==> config.mk <==
export PLATFORM = sky130hd
export DESIGN_NAME = integer_execute_pipe
export DESIGN_NICKNAME = d
export VERILOG_FILES = /design/src/rtl/integer_execute_pipe.sv
export SDC_FILE = /design/constraint.sdc
export NUM_CORES = 1
export LEC_CHECK = 0
export CAP_MARGIN = 25
export CORE_ASPECT_RATIO = 0.5
export CORE_UTILIZATION = 25
export DETAILED_ROUTE_END_ITERATION = 12
export PLACE_DENSITY = 0.48
export SYNTH_ARGS = -nofsm -noshare
export SYNTH_HDL_FRONTEND = slang
export SYNTH_SLANG_ARGS = --single-unit
export TNS_END_PERCENT = 100
==> constraint.sdc <==
create_clock -name clk -period 4.4 [get_ports clk]
set_clock_uncertainty 0.05 [all_clocks]
set_input_delay 0.88 -clock clk [delete_from_list [all_inputs] [get_ports clk]]
set_output_delay 0.88 -clock clk [all_outputs]
set_load 0.05 [all_outputs]
==> src/rtl/integer_execute_pipe.sv <==
// Elastic RV32I ALU/branch execute pipe: compute in stage 0, DEPTH result stages, ROB-age flush.
// Optional multiplier enabled by defining INT_EXEC_MUL_EN.
module integer_execute_pipe #(
    parameter int XLEN     = 32,
    parameter int DEPTH    = 2,
    parameter int ROB_ID_W = 4
) (
    input  logic                clk,
    input  logic                rst_aL,
    input  logic                in_valid,
    output logic                in_ready,
    input  logic [XLEN-1:0]     src1,
    input  logic [XLEN-1:0]     src2,
    input  logic [XLEN-1:0]     imm,
    input  logic [XLEN-1:0]     pc,
    input  logic [2:0]          funct3,
    input  logic                is_r_type,
    input  logic                is_i_type,
    input  logic                is_u_type,
    input  logic                is_b_type,
    input  logic                is_j_type,
    input  logic                is_sub,
    input  logic                is_sra_srai,
    input  logic                is_lui,
    input  logic                is_jalr,
    input  logic                is_mul,
    input  logic [ROB_ID_W-1:0] rob_id,
    input  logic                br_dir_pred,
    input  logic [ROB_ID_W-1:0] rob_head_id,
    input  logic                flush_valid,
    input  logic [ROB_ID_W-1:0] flush_rob_id,
    output logic                out_valid,
    input  logic                out_ready,
    output logic [ROB_ID_W-1:0] out_rob_id,
    output logic                out_dst_valid,
    output logic [XLEN-1:0]     out_dst,
    output logic                out_br_wb_valid,
    output logic [XLEN-1:0]     out_npc,
    output logic                out_br_mispred,
    output logic [2:0]          occupancy
);

    typedef struct packed {
        logic [ROB_ID_W-1:0] rob_id;
        logic                dst_valid;
        logic [XLEN-1:0]     dst;
        logic                br_wb_valid;
        logic [XLEN-1:0]     npc;
        logic                mispred;
    } payload_t;

    logic [DEPTH-1:0] valid_q, valid_d, kill, adv;
    payload_t         pl_q [DEPTH];
    payload_t         pl_d [DEPTH];
    payload_t         st0;
    logic [XLEN-1:0]  op2, alu_res;
    logic [4:0]       shamt;
    logic             br_cond, taken, in_kill, adv_acc;
    logic [2:0]       occ;

    function automatic logic is_younger(input logic [ROB_ID_W-1:0] id,
                                        input logic [ROB_ID_W-1:0] head,
                                        input logic [ROB_ID_W-1:0] fl_id);
        logic [ROB_ID_W-1:0] age_id, age_fl;
        age_id = id - head;
        age_fl = fl_id - head;
        return age_id > age_fl;
    endfunction

    always_comb begin
        op2     = is_i_type ? imm : src2;
        shamt   = op2[4:0];
        alu_res = '0;
        case (funct3)
            3'b000:  alu_res = (is_r_type & is_sub) ? src1 - op2 : src1 + op2;
            3'b001:  alu_res = src1 << shamt;
            3'b010:  alu_res = {{(XLEN-1){1'b0}}, $signed(src1) < $signed(op2)};
            3'b011:  alu_res = {{(XLEN-1){1'b0}}, src1 < op2};
            3'b100:  alu_res = src1 ^ op2;
            3'b101:  alu_res = is_sra_srai ? $unsigned($signed(src1) >>> shamt) : src1 >> shamt;
            3'b110:  alu_res = src1 | op2;
            default: alu_res = src1 & op2;
        endcase
        br_cond = 1'b0;
        case (funct3)
            3'b000:  br_cond = src1 == src2;
            3'b001:  br_cond = src1 != src2;
            3'b100:  br_cond = $signed(src1) < $signed(src2);
            3'b101:  br_cond = $signed(src1) >= $signed(src2);
            3'b110:  br_cond = src1 < src2;
            3'b111:  br_cond = src1 >= src2;
            default: br_cond = 1'b0;
        endcase
        taken = is_b_type ? br_cond : (is_j_type | is_jalr);

        st0             = '0;
        st0.rob_id      = rob_id;
        st0.dst_valid   = ~is_b_type;
        st0.br_wb_valid = is_b_type | is_jalr;
        st0.mispred     = (br_dir_pred ^ taken) | is_jalr;
        st0.npc         = is_jalr ? ((src1 + imm) & {{(XLEN-1){1'b1}}, 1'b0}) : pc + imm;
        if (is_u_type)
            st0.dst = is_lui ? imm : pc + imm;
        else if (is_j_type | is_jalr)
            st0.dst = pc + XLEN'(4);
        else
            st0.dst = alu_res;
`ifndef INT_EXEC_MUL_EN
        // Without the multiplier an M op still retires, with a zero result.
        if (is_mul) begin
            st0.dst       = '0;
            st0.dst_valid = 1'b1;
        end
`endif
    end

`ifdef INT_EXEC_MUL_EN
    localparam int PW = 2 * XLEN;
    localparam int H  = XLEN / 2;

    logic          mul_q, mul_hi_q;
    logic [PW-1:0] pp_lo_q, pp_hi_q, pp_lo_d, pp_hi_d, prod;
    logic [XLEN:0] a_ext, b_ext;
    logic          sgn_a, sgn_b;

    if (DEPTH < 2) begin : g_depth_check
        $error("INT_EXEC_MUL_EN requires DEPTH >= 2");
    end

    // b is split into an unsigned low half and a signed high half; both rows are registered.
    always_comb begin
        sgn_a   = (funct3 == 3'b001) | (funct3 == 3'b010);
        sgn_b   = (funct3 == 3'b001);
        a_ext   = {sgn_a & src1[XLEN-1], src1};
        b_ext   = {sgn_b & src2[XLEN-1], src2};
        pp_lo_d = {{(PW-XLEN-1){a_ext[XLEN]}}, a_ext} * {{(PW-H){1'b0}}, b_ext[H-1:0]};
        pp_hi_d = {{(PW-XLEN-1){a_ext[XLEN]}}, a_ext} * {{(PW-(XLEN+1-H)){b_ext[XLEN]}}, b_ext[XLEN:H]};
        prod    = pp_lo_q + (pp_hi_q << H);
    end

    always_ff @(posedge clk or negedge rst_aL) begin
        if (!rst_aL) begin
            mul_q    <= 1'b0;
            mul_hi_q <= 1'b0;
            pp_lo_q  <= '0;
            pp_hi_q  <= '0;
        end else if (adv[0]) begin
            mul_q    <= is_mul & is_r_type;
            mul_hi_q <= funct3 != 3'b000;
            pp_lo_q  <= pp_lo_d;
            pp_hi_q  <= pp_hi_d;
        end
    end
`endif

    // Handshake: a stage advances when it or any stage after it is empty, or out_ready is high;
    // in_ready is stage 0's advance and is combinational from out_ready.
    always_comb begin
        for (int k = 0; k < DEPTH; k++) begin
            adv_acc = out_ready;
            for (int j = k; j < DEPTH; j++) adv_acc = adv_acc | ~valid_q[j];
            adv[k]  = adv_acc;
            kill[k] = flush_valid & is_younger(pl_q[k].rob_id, rob_head_id, flush_rob_id);
        end
        in_kill    = flush_valid & is_younger(rob_id, rob_head_id, flush_rob_id);
        valid_d[0] = adv[0] ? (in_valid & ~in_kill) : (valid_q[0] & ~kill[0]);
        pl_d[0]    = st0;
        for (int k = 1; k < DEPTH; k++) begin
            valid_d[k] = adv[k] ? (valid_q[k-1] & ~kill[k-1]) : (valid_q[k] & ~kill[k]);
            pl_d[k]    = pl_q[k-1];
        end
`ifdef INT_EXEC_MUL_EN
        if (mul_q) pl_d[1].dst = mul_hi_q ? prod[PW-1:XLEN] : prod[XLEN-1:0];
`endif
        occ = '0;
        for (int k = 0; k < DEPTH; k++) occ = occ + {2'b00, valid_q[k]};
    end

    always_ff @(posedge clk or negedge rst_aL) begin
        if (!rst_aL) begin
            valid_q <= '0;
            for (int k = 0; k < DEPTH; k++) pl_q[k] <= '0;
        end else begin
            valid_q <= valid_d;
            for (int k = 0; k < DEPTH; k++)
                if (adv[k]) pl_q[k] <= pl_d[k];
        end
    end

    assign in_ready        = adv[0];
    assign out_valid       = valid_q[DEPTH-1] & ~kill[DEPTH-1];
    assign out_rob_id      = pl_q[DEPTH-1].rob_id;
    assign out_dst_valid   = pl_q[DEPTH-1].dst_valid;
    assign out_dst         = pl_q[DEPTH-1].dst;
    assign out_br_wb_valid = pl_q[DEPTH-1].br_wb_valid;
    assign out_npc         = pl_q[DEPTH-1].npc;
    assign out_br_mispred  = pl_q[DEPTH-1].mispred;
    assign occupancy       = occ;

endmodule

==> results.yml <==
outcome:
  status: "complete, no violations"
synth:
  synth_area_per_cell_um2: 7.369
  yosysSeqAreaShare_pct: 17.12
  synth_area_mm2: 0.02105
  async_reset_ff_share_pct: 100.0
  synth_nets: 3267
  ys_ff_latch: 144
  synth_warnings: 0
  synth_edf_count: 0
  synthDistinctLibCells: 98
  synth_ff_type: "dfrtp_1"
  syn_inst: 2857
grt:
  grt_max_degree: 88
  grtUsageTotal_pct: 26.69
  grt_pass1_wl_um: 166900
  use_met2_pct: 36.54
  grt.busiest_layer: "met1"
  grtUsageMet1_pct: 39.44
  grt_pass1_vias: 23960
  antenna_found_initial: 11
  use_met3_pct: 7.937
  overflow: 0
worst_setup_path:
  critPathBufInv: 6
  cp_max_fo: 29
  critPathMostFrequentCell: "buf_4"
  cpPeakStageDelay_ps: 540
  required_ps: 4670
  crit_family: "buffers and inverters"
  critPathArrivalTime_ps: 4550
  end_kind: "flip-flop"
  cp-start-kind: "primary input"
  crit_chain: "clkdlybuf4s50_1, mux2i_4, buf_4, inv_4, buf_4, mux2i_1, mux2i_1, buf_4, mux2i_1, nor2_1, a21oi_1, o221ai_1, a211oi_2, a21oi_1, buf_4, o311ai_1, nand2_1"
  crit_path_top_delay_cell: "clkdlybuf4s50_1"
  crit_type: "in2reg"
timing:
  fin_ws_ps: 123.3
  setup_viol: 0
  post-route-period-util_pct: 97.20
  holdWs_ps: 417.4
  max_clock_freq_mhz: 233.8
  finalWorstPathRequiredPeriod_ps: 4277
  rsz0062_at_grt: "false"
  final.setup.tns_ps: 0
  final-max-slew-violation-count: 0
  finalHoldViolCount: 0
  worst_slew_pin_slew_ps: 970.2
  relSlewSlack_pct: 35.32
pwr:
  clock_power_share_pct: 15.4
  p_per_area_mw_per_mm2: 320.2
  p_sw_mw: 4.622
  ir_drop_mv: 0.2851
  p_leak_nw: 13.89
  p_int_mw: 4.872
  swShare_pct: 48.68
  p_comb_share_pct: 63.5
  seqPwrFrac_pct: 21.0
place:
  pre_cts_slack_ps: -564.9
  dp_hpwl_um: 97300
  portBuffers: 233
  place_congestion: 0.9957
finish:
  area_growth_pct: 40.83
  drive_above_1_share_pct: 20.70
  fin_nets: 3972
route:
  dr.pass1.iters: 6
  drt-total-wl_um: 116600
  viasPerCell: 5.285
  wl_per_cell_um: 24.91
  drc: 0
  drtIter0Drc: 2531
  ant_nets: 0
  vias: 24750
floorplan:
  rows: 74
  start_util_pct: 25.52
  coreArea_mm2: 0.08250
  die_w_um: 412.4
  ioPinCount: 235
  die_area_mm2: 0.08545
  dieHeight_um: 207.2
clock_network:
  clockRootBuffer: "clkbuf_16"
  cts_hold_buf: 0
  clkSinkCount: 144
  cts_tree: "yes"
  cts.htree.levels: 4
  cts_buffer_depth: 2
  clock_latency_ps: 450
  clkTransAtPathRegs_ps: 70
  cts_inserted_buffers: 17
min_path:
  hold_class: "in2async"
run:
  cap_violations: 0
Yosys cell counts, types with 20 or more instances:
library cell,n,area [um2]
inv_1,168,630.6
ha_1,243,3040
buf_1,20,75.07
dfrtp_1,144,3603
o211ai_1,41,307.8
nor2b_1,23,143.9
o221ai_1,25,219.0
o21bai_1,26,195.2
xnor2_1,92,805.8
a31oi_1,30,187.7
o21ai_1,20,100.1
nand4_1,24,150.1
o21ai_0,177,885.9
a221oi_1,26,227.7
xor2_1,49,429.2
a21o_1,80,600.6
nand2b_1,27,168.9
mux4_2,20,450.4
buf_2,24,120.1
nor3_1,46,230.2
nor2_1,227,852.1
o21a_1,48,360.4
a21oi_1,258,1291
nand2_1,483,1813
mux2i_1,96,960.9
a211oi_1,48,360.4
clkbuf_1,93,349.1
nand3_1,51,255.2
per-layer routing:
| layer | vias up | part of all wire, % |
|---|---|---|
| met4 | 4 | 2.6 |
| met2 | 973 | 39 |
| met1 | 11950 | 49 |
| met5 | - | 0.12 |
| li1 | 11690 | - |
| met3 | 135 | 9.5 |
kinds of logic (layout without fill, tap and decap cells):
| logic type | after synthesis | after routing | synth area share, % |
|---|---|---|---|
| XOR/XNOR | 142 | 142 | 5.943 |
| adder cells (fa/ha/maj) | 251 | 251 | 15.20 |
| AO/OA/AOI/OAI | 930 | 930 | 29.06 |
| buffers and inverters | 323 | 1041 | 6.198 |
| other | 1 | 7 | 0.01781 |
| flip-flops | 144 | 144 | 17.12 |
| AND/OR/NAND/NOR | 945 | 945 | 19.31 |
| multiplexers | 121 | 121 | 7.149 |
layout by cell type, fill, tap and decap left out, types with 20 or more instances in the layout:
cell	n
a211oi_1	43
a21o_1	80
a21oi_1	255
a221oi_1	23
a31oi_1	29
buf_4	584
clkdlybuf4s50_1	225
dfrtp_1	144
ha_1	241
inv_1	167
mux2i_1	95
mux4_2	20
nand2_1	483
nand2b_1	26
nand3_1	51
nand4_1	24
nor2_1	224
nor2b_1	20
nor3_1	43
o211ai_1	41
o21a_1	46
o21ai_0	174
o21ai_1	21
o21bai_1	26
o221ai_1	24
xnor2_1	92
xor2_1	49
power groups by stage:
| stage | logic [mW] | clock network, mW | registers [mW] |
|---|---|---|---|
| after floorplan | 2.46 | 0 | 2.79 |
| after global placement | 5.90 | 0 | 2.01 |
| after detailed placement | 5.89 | 0 | 2.02 |
| after CTS | 5.93 | 1.50 | 2.00 |
| after global routing | 6.42 | 1.55 | 2.05 |
| final | 6.03 | 1.47 | 2.00 |
state kept, by name, summed over array words and instances, names as in the netlist:
name and count:
pl_d 71, out_dst 32, out_npc 32, out_rob_id 4
valid_q 2, out_br_mispred 1, out_br_wb_valid 1, out_dst_valid 1
worst reg2reg max path: stages, from the launching register on:
cell and delay (ps):
dfrtp_1 420, nor2b_4 150, and2_2 260, nor2_1 540
nand2_1 530, nor2_1 420, a21oi_1 190, o21ai_0 110
through the flow:
stage                     cells  power (mW)  util (%)  area, um2
after floorplan            2857       5.248         -      21140
after global placement     4644       7.905     35.03      28900
after detailed placement   4644       7.908     35.03      28900
after CTS                  4676       9.431     35.77      29510
after global routing       4679       10.02     35.93      29640
final                      4683       9.494     35.94      29650
timing repair:
item	CTS	global route
setup endpoints to repair	4	24
resized for setup	5	28
setup buffers	0	1
pin swaps	0	10
worst paths after layout:
kind,slack [ps],startpoint,cells past startpoint,endpoint
hold reg to reg,420,out_dst[15],2,out_dst[15]
setup / recovery,120,imm[2],17,pl_d[53]
hold / removal,420,rst_aL,1,pl_d[42]
setup reg to reg,1660,valid_q[1],7,pl_d[64]
min in group clk,420,out_dst[15],2,out_dst[15]
max in group asynchronous,2980,rst_aL,2,out_dst[19]
cell type report:
| class | count | area, um2 |
|---|---|---|
| fillers | 8711 | 52850 |
| flip-flops and latches | 144 | 3603 |
| well taps | 1102 | 1379 |
| clock inverters | 11 | 107.6 |
| repair buffers | 833 | 7039 |
| inverters | 176 | 665.6 |
| diodes | 6 | 15.01 |
| multi-input cells | 2390 | 16370 |
| clock buffers | 21 | 470.5 |
No activity file was read; power rests on OpenSTA's default activity.
